**src/rtl/fetch_pkg.sv**
```systemverilog
// Shared types and constants for the instruction-fetch front end.
package fetch_pkg;

  typedef struct packed {
    logic [31:0] pc;
    logic [31:0] instr;
  } fetch_entry_t;

  localparam logic [31:0] RESET_PC_DEFAULT = 32'h0000_0000;
  localparam logic [31:0] NOP_INSTR        = 32'h0000_0013;

  // Sequential PC step; 32'hFFFF_FFFC wraps to 0 naturally.
  function automatic logic [31:0] pc_plus4(input logic [31:0] pc);
    return pc + 32'd4;
  endfunction

endpackage

```
**src/rtl/fetch_fifo.sv**
```systemverilog
// Power-of-two FIFO of {pc, instr} entries with synchronous clear.
module fetch_fifo
  import fetch_pkg::*;
#(
  parameter int DEPTH = 4
) (
  input  logic                     i_clk,
  input  logic                     i_reset,
  input  logic                     i_clear,
  input  logic                     i_push,
  input  fetch_entry_t             i_wdata,
  input  logic                     i_pop,
  output logic [$clog2(DEPTH):0]   o_count,
  output logic                     o_empty,
  output fetch_entry_t             o_head
);

  localparam int AW = $clog2(DEPTH);
  localparam logic [AW:0] FULL_CNT = (AW+1)'(DEPTH);

  fetch_entry_t  r_mem [DEPTH];
  logic [AW-1:0] r_wr_ptr;
  logic [AW-1:0] r_rd_ptr;
  logic [AW:0]   r_count;
  logic          w_full;

  assign w_full  = (r_count == FULL_CNT);
  assign o_empty = (r_count == '0);
  assign o_count = r_count;
  assign o_head  = r_mem[r_rd_ptr];

  // Storage needs no reset; only the pointers define validity.
  always_ff @(posedge i_clk) begin
    if (i_push) begin
      r_mem[r_wr_ptr] <= i_wdata;
    end
  end

  always_ff @(posedge i_clk) begin
    if (i_reset || i_clear) begin
      r_wr_ptr <= '0;
      r_rd_ptr <= '0;
      r_count  <= '0;
    end else begin
      if (i_push) r_wr_ptr <= r_wr_ptr + 1'b1;
      if (i_pop)  r_rd_ptr <= r_rd_ptr + 1'b1;
      case ({i_push, i_pop})
        2'b10:   r_count <= r_count + 1'b1;
        2'b01:   r_count <= r_count - 1'b1;
        default: r_count <= r_count;
      endcase
    end
  end

  always_ff @(posedge i_clk) begin
    if (!i_reset && !i_clear) begin
      assert (!(i_push && w_full && !i_pop)) else $error("fetch_fifo: push into full FIFO");
      assert (!(i_pop && o_empty)) else $error("fetch_fifo: pop from empty FIFO");
    end
  end

endmodule

```
**src/rtl/if_fetch_buffer.sv**
```systemverilog
// Fetch front end: sequential imem requests, {pc,instr} buffer, valid/ready to decode.
// Optional FETCH_BYPASS_EN lets a response reach decode in its arrival cycle when empty.
//
// Handshake: an instruction transfers to decode in a cycle where dec_valid and
// dec_ready are both high and no redirect is present; dec_valid never depends on
// dec_ready, and the head outputs stay stable while dec_valid is held without ready.
module if_fetch_buffer
  import fetch_pkg::*;
#(
  parameter int          DEPTH    = 4,
  parameter logic [31:0] RESET_PC = RESET_PC_DEFAULT
) (
  input  logic                     clk,
  input  logic                     reset,
  output logic                     imem_req,
  output logic [31:0]              imem_addr,
  input  logic [31:0]              imem_rdata,
  input  logic                     redirect_valid,
  input  logic [31:0]              redirect_pc,
  input  logic                     dec_ready,
  output logic                     dec_valid,
  output logic [31:0]              InstrD,
  output logic [31:0]              PCD,
  output logic [31:0]              PCPlus4D,
  output logic [$clog2(DEPTH):0]   dbg_count,
  output logic                     dbg_inflight
);

  localparam int CW = $clog2(DEPTH) + 1;
  localparam logic [CW:0] OCC_LIMIT = (CW+1)'(DEPTH);

  logic [31:0]  r_fetch_pc;
  logic         r_inflight;
  logic [31:0]  r_inflight_pc;
  fetch_entry_t r_last;

  logic [CW-1:0] w_count;
  logic          w_empty;
  fetch_entry_t  w_head;
  fetch_entry_t  w_resp;
  fetch_entry_t  w_out;
  logic          w_out_valid;
  logic          w_resp_valid;
  logic          w_fifo_push;
  logic          w_fifo_pop;
  logic          w_pop;
  logic [CW:0]   w_occ;

  // A response is dropped when a redirect flushes or reset clears this cycle.
  assign w_resp_valid = r_inflight & ~redirect_valid & ~reset;
  assign w_resp       = {r_inflight_pc, imem_rdata};

`ifdef FETCH_BYPASS_EN
  assign w_out_valid = ~w_empty | w_resp_valid;
  assign w_out       = !w_empty ? w_head : (w_resp_valid ? w_resp : r_last);
  assign w_fifo_push = w_resp_valid & ~(w_empty & w_pop);
`else
  assign w_out_valid = ~w_empty;
  assign w_out       = w_empty ? r_last : w_head;
  assign w_fifo_push = w_resp_valid;
`endif

  assign dec_valid  = w_out_valid & ~redirect_valid & ~reset;
  assign w_pop      = dec_valid & dec_ready;
  assign w_fifo_pop = w_pop & ~w_empty;

  // The in-flight slot is counted so a returning word always has room.
  assign w_occ     = (CW+1)'(w_count) + (CW+1)'(r_inflight) - (CW+1)'(w_pop);
  assign imem_req  = ~reset & (redirect_valid | (w_occ < OCC_LIMIT));
  assign imem_addr = redirect_valid ? redirect_pc : r_fetch_pc;

  assign InstrD       = w_out.instr;
  assign PCD          = w_out.pc;
  assign PCPlus4D     = pc_plus4(w_out.pc);
  assign dbg_count    = w_count;
  assign dbg_inflight = r_inflight;

  fetch_fifo #(.DEPTH(DEPTH)) u_fifo (
    .i_clk   (clk),
    .i_reset (reset),
    .i_clear (redirect_valid),
    .i_push  (w_fifo_push),
    .i_wdata (w_resp),
    .i_pop   (w_fifo_pop),
    .o_count (w_count),
    .o_empty (w_empty),
    .o_head  (w_head)
  );

  always_ff @(posedge clk) begin
    if (reset) begin
      r_fetch_pc    <= RESET_PC;
      r_inflight    <= 1'b0;
      r_inflight_pc <= '0;
      r_last        <= '0;
    end else begin
      r_inflight <= imem_req;
      if (imem_req) begin
        r_fetch_pc    <= pc_plus4(imem_addr);
        r_inflight_pc <= imem_addr;
      end
      // Remembered so decode outputs hold their last value while empty.
      if (dec_valid) r_last <= w_out;
    end
  end

endmodule

```
**config.mk**
```make
export PLATFORM = sky130hd
export DESIGN_NAME = if_fetch_buffer
export DESIGN_NICKNAME = d
export VERILOG_FILES = /design/src/rtl/fetch_pkg.sv /design/src/rtl/fetch_fifo.sv /design/src/rtl/if_fetch_buffer.sv
export SDC_FILE = /design/constraint.sdc
export NUM_CORES = 1
export LEC_CHECK = 0
export CORE_UTILIZATION = 50
export DETAILED_ROUTE_END_ITERATION = 16
export DONT_BUFFER_PORTS = 1
export SLEW_MARGIN = 20
export SYNTH_ARGS = -nofsm -noshare
export SYNTH_HDL_FRONTEND = slang
export SYNTH_HIERARCHICAL = 1
export SYNTH_SLANG_ARGS = --single-unit
export TNS_END_PERCENT = 50
```
**constraint.sdc**
```tcl
create_clock -name clk -period 6.84 [get_ports clk]
set_clock_uncertainty 0.1 [all_clocks]
set_input_delay 0.342 -clock clk [delete_from_list [all_inputs] [get_ports clk]]
set_output_delay 0.342 -clock clk [all_outputs]
set_load 0.01 [all_outputs]
```
==> impl_metrics.csv <==
group,metric,value,unit
logic_synthesis,syn_area,16900,um^2
logic_synthesis,ys_seq_area_frac,0.614,
logic_synthesis,async_flop_share,0,
grt,grt_pass1_vias,9854,
detailed_routing,drtAntennaViolNets,0,
placed_design,post-place-ws,2470,ps
logic_synthesis,ys_ff_latch,392,
grt,grt_max_degree,78,
clock_network,root_buffer,"clkbuf_16",
logic_synthesis,yosysMostFrequentCell,"edfxtp_1",
pwr,fin_total_pwr,5.06,mW
logic_synthesis,synthTopCellsByCount,"edfxtp_1 (256), nand2_1 (190), dfxtp_1 (136), mux4_2 (60), mux2_2 (59)",
pwr,ir_drop,159,uV
floorplan,io_pins,202,
logic_synthesis,syn-num-nets,1308,
logic_synthesis,avgSynthCellArea,13.8,um^2
floorplan,dieHeight,186,um
clock_network,h-tree-depth,2,
setup_path,cp_max_fo,45,
final_layout,final_area,19100,um^2
floorplan,core,33400,um^2
final_layout,nNetsFinal,1354,
detailed_routing,drt-initial-drc-count,655,
final_layout,fin_cells,1758,
logic_synthesis,ys_types,66,
floorplan,die-area,34600,um^2
clock_network,post-cts-setup-buffers,0,
logic_synthesis,ys.flop_type,"edfxtp_1",
grt,track_usage,0.214,
clock_network,cts_tree,"done",
detailed_routing,first_pass_iters,5,
job,cap_violations,0,
grt,overflow,0,
timing,fin_crit,4860,ps
setup_path,worstSetupPathType,"reg2out",
logic_synthesis,synth_top_area_share,0.454,
timing,fin_crit_sh,0.711,
detailed_routing,vias,9748,
outcome,outcome,"complete, no violations",
detailed_routing,wl,36.9,mm
hold_path,holdCritPathClass,"in2reg",
placed_design,port_buffers,0,
placed_design,placed_cells_incl_taps,1620,
pwr,leakage,6.83,nW
setup_path,critPathCaptureType,"primary output",
clock_network,post_cts_resized,0,
floorplan,die_w,186,um
timing,rsz0062_at_grt,"false",
detailed_routing,viasPerCell,5.54,
grt,antenna_found_initial,1,
detailed_routing,routedWlPerCell,21.0,um
final_layout,syn_to_final_growth,12.9,%
placed_design,dpl_cell_area,17200,um^2
setup_path,cp.arrival,4420,ps
setup_path,crit_required,6400,ps
placed_design,hpwl,21.6,mm
logic_synthesis,synth_cells,1229,
logic_synthesis,yosys_warnings,6,
placed_design,gp_congestion,0.816,
clock_network,clockBufferDepth,3,
timing,drv_slew,0,
clock_network,cts_buffers,43,
timing,max_freq,206,MHz
floorplan,start_util,0.507,
logic_synthesis,yosysTopAreaCell,"edfxtp_1",
clock_network,cts.reportedPaths.clkPinSlew,60,ps
pwr,power_density,264,nW/um^2
timing,tns,0,ps
logic_synthesis,synth_edf_count,256,
timing,setup_viol,0,
final_layout,n_fill_cell,2697,
timing,timing.final.hold_violations,0,
clock_network,cts.sinks,392,
floorplan,std_cell_rows,67,
timing,setup_slack,1980,ps
logic_synthesis,synthTopCellsByArea,"edfxtp_1 (45%), dfxtp_1 (16%), mux4_2 (8.0%)",
grt,grt_pass1_wl,56.2,mm
final_layout,drive_above_1_share,0.181,
timing,tightest_slew,1060,ps
detailed_routing,drcViolationCount,0,
clock_network,insertion_delay,530,ps
timing,slew_headroom,0.294,
setup_path,start_kind,"flop",
[registers in the layout, summed over array words and instances (netlist names), named ones only]
| register | flops |
|---|---|
| dbg_inflight | 1 |
| r_fetch_pc | 32 |
| r_last | 64 |
| u_fifo/r_wr_ptr | 2 |
| u_fifo/r_rd_ptr | 2 |
| u_fifo/o_count | 3 |
| r_inflight_pc | 30 |
| u_fifo/r_mem | 256 |
[logic make-up after synthesis]
kind of cell / after synthesis / synth area share
buf+inv: 117 / 0.0383
flops: 392 / 0.614
xor+xnor: 55 / 0.0284
mux: 165 / 0.150
fa+ha+maj: 11 / 0.00856
simple gates: 364 / 0.113
compound gates: 125 / 0.0479
[critical path: stages, from the launching register on]
cell      delay (ps)
dfxtp_1          380
nor3_2           190
buf_4            560
buf_4            530
mux2_2           290
ha_1             220
inv_1             60
a211oi_2         300
nand4_1          360
nor2_1           310
nand3_1          150
xnor2_1          450
[what timing repair did]
item,4_1_cts,5_1_grt
endpoints found under the setup margin,0,0
endpoints found under the hold margin,205,0
hold buffers,58,0
[worst paths after layout]
| check | endpoint | slack (ps) | depth (start not counted) | startpoint |
|---|---|---|---|---|
| max | PCPlus4D[18] | 1980 | 11 | u_fifo/o_count[1]$_SDFFE_PP0P_ |
| min | r_inflight_pc[15]$_SDFFE_PP0P_ | 6 | 2 | redirect_pc[15] |
| max reg2reg | r_fetch_pc[3]$_SDFFE_PP0P_ | 2520 | 16 | u_fifo/o_count[2]$_SDFFE_PP0P_ |
| min reg2reg | r_fetch_pc[29]$_SDFFE_PP0P_ | 340 | 2 | r_fetch_pc[29]$_SDFFE_PP0P_ |
[placed cells by master, fill, tap and decap left out, drive strengths merged, types with 43 or more instances in the layout]
cell type / count
edfxtp: 256
o21ai: 61
inv: 51
mux2: 59
nand3b: 57
dfxtp: 136
dlygate4sd3: 57
nand2: 190
xnor2: 43
clkbuf: 64
mux4: 64
[cell type report]
cell class                      count  area [um^2]  share of cell area
Tap cell                          448          561              0.0293
Inverter                           50          188             0.00981
Clock buffer                       64         1260              0.0657
Multi-Input combinational cell    720         5910               0.309
Clock inverter                     15          130             0.00680
Timing Repair Buffer               68          673              0.0352
Sequential cell                   392        10400               0.544
Antenna cell                        1         2.50            0.000131
[power by group]
| group | internal (mW) | switching (mW) | leakage (nW) |
|---|---|---|---|
| logic | 0.0925 | 0.122 | 2.69 |
| registers | 2.56 | 0.0351 | 3.45 |
| clock network | 1.35 | 0.898 | 0.683 |
[routing by layer]
metal  global-route usage  part of all wire  vias to the layer above
li1                     -                 -                     4621
met1                0.285              0.44                     4833
met2                0.349              0.47                      252
met3               0.0538             0.067                       42
met4               0.0580             0.019                        0
met5                    0                 0                        -
[stage by stage]
step / hold WS, ps / util
2_1_floorplan: 325 / -
3_3_place_gp: 318 / 0.513
3_5_place_dp: 322 / 0.513
4_1_cts: 0.608 / 0.572
5_1_grt: 24.4 / 0.572
6_report: 6.47 / 0.572
(Power assumes the default switching activity.)
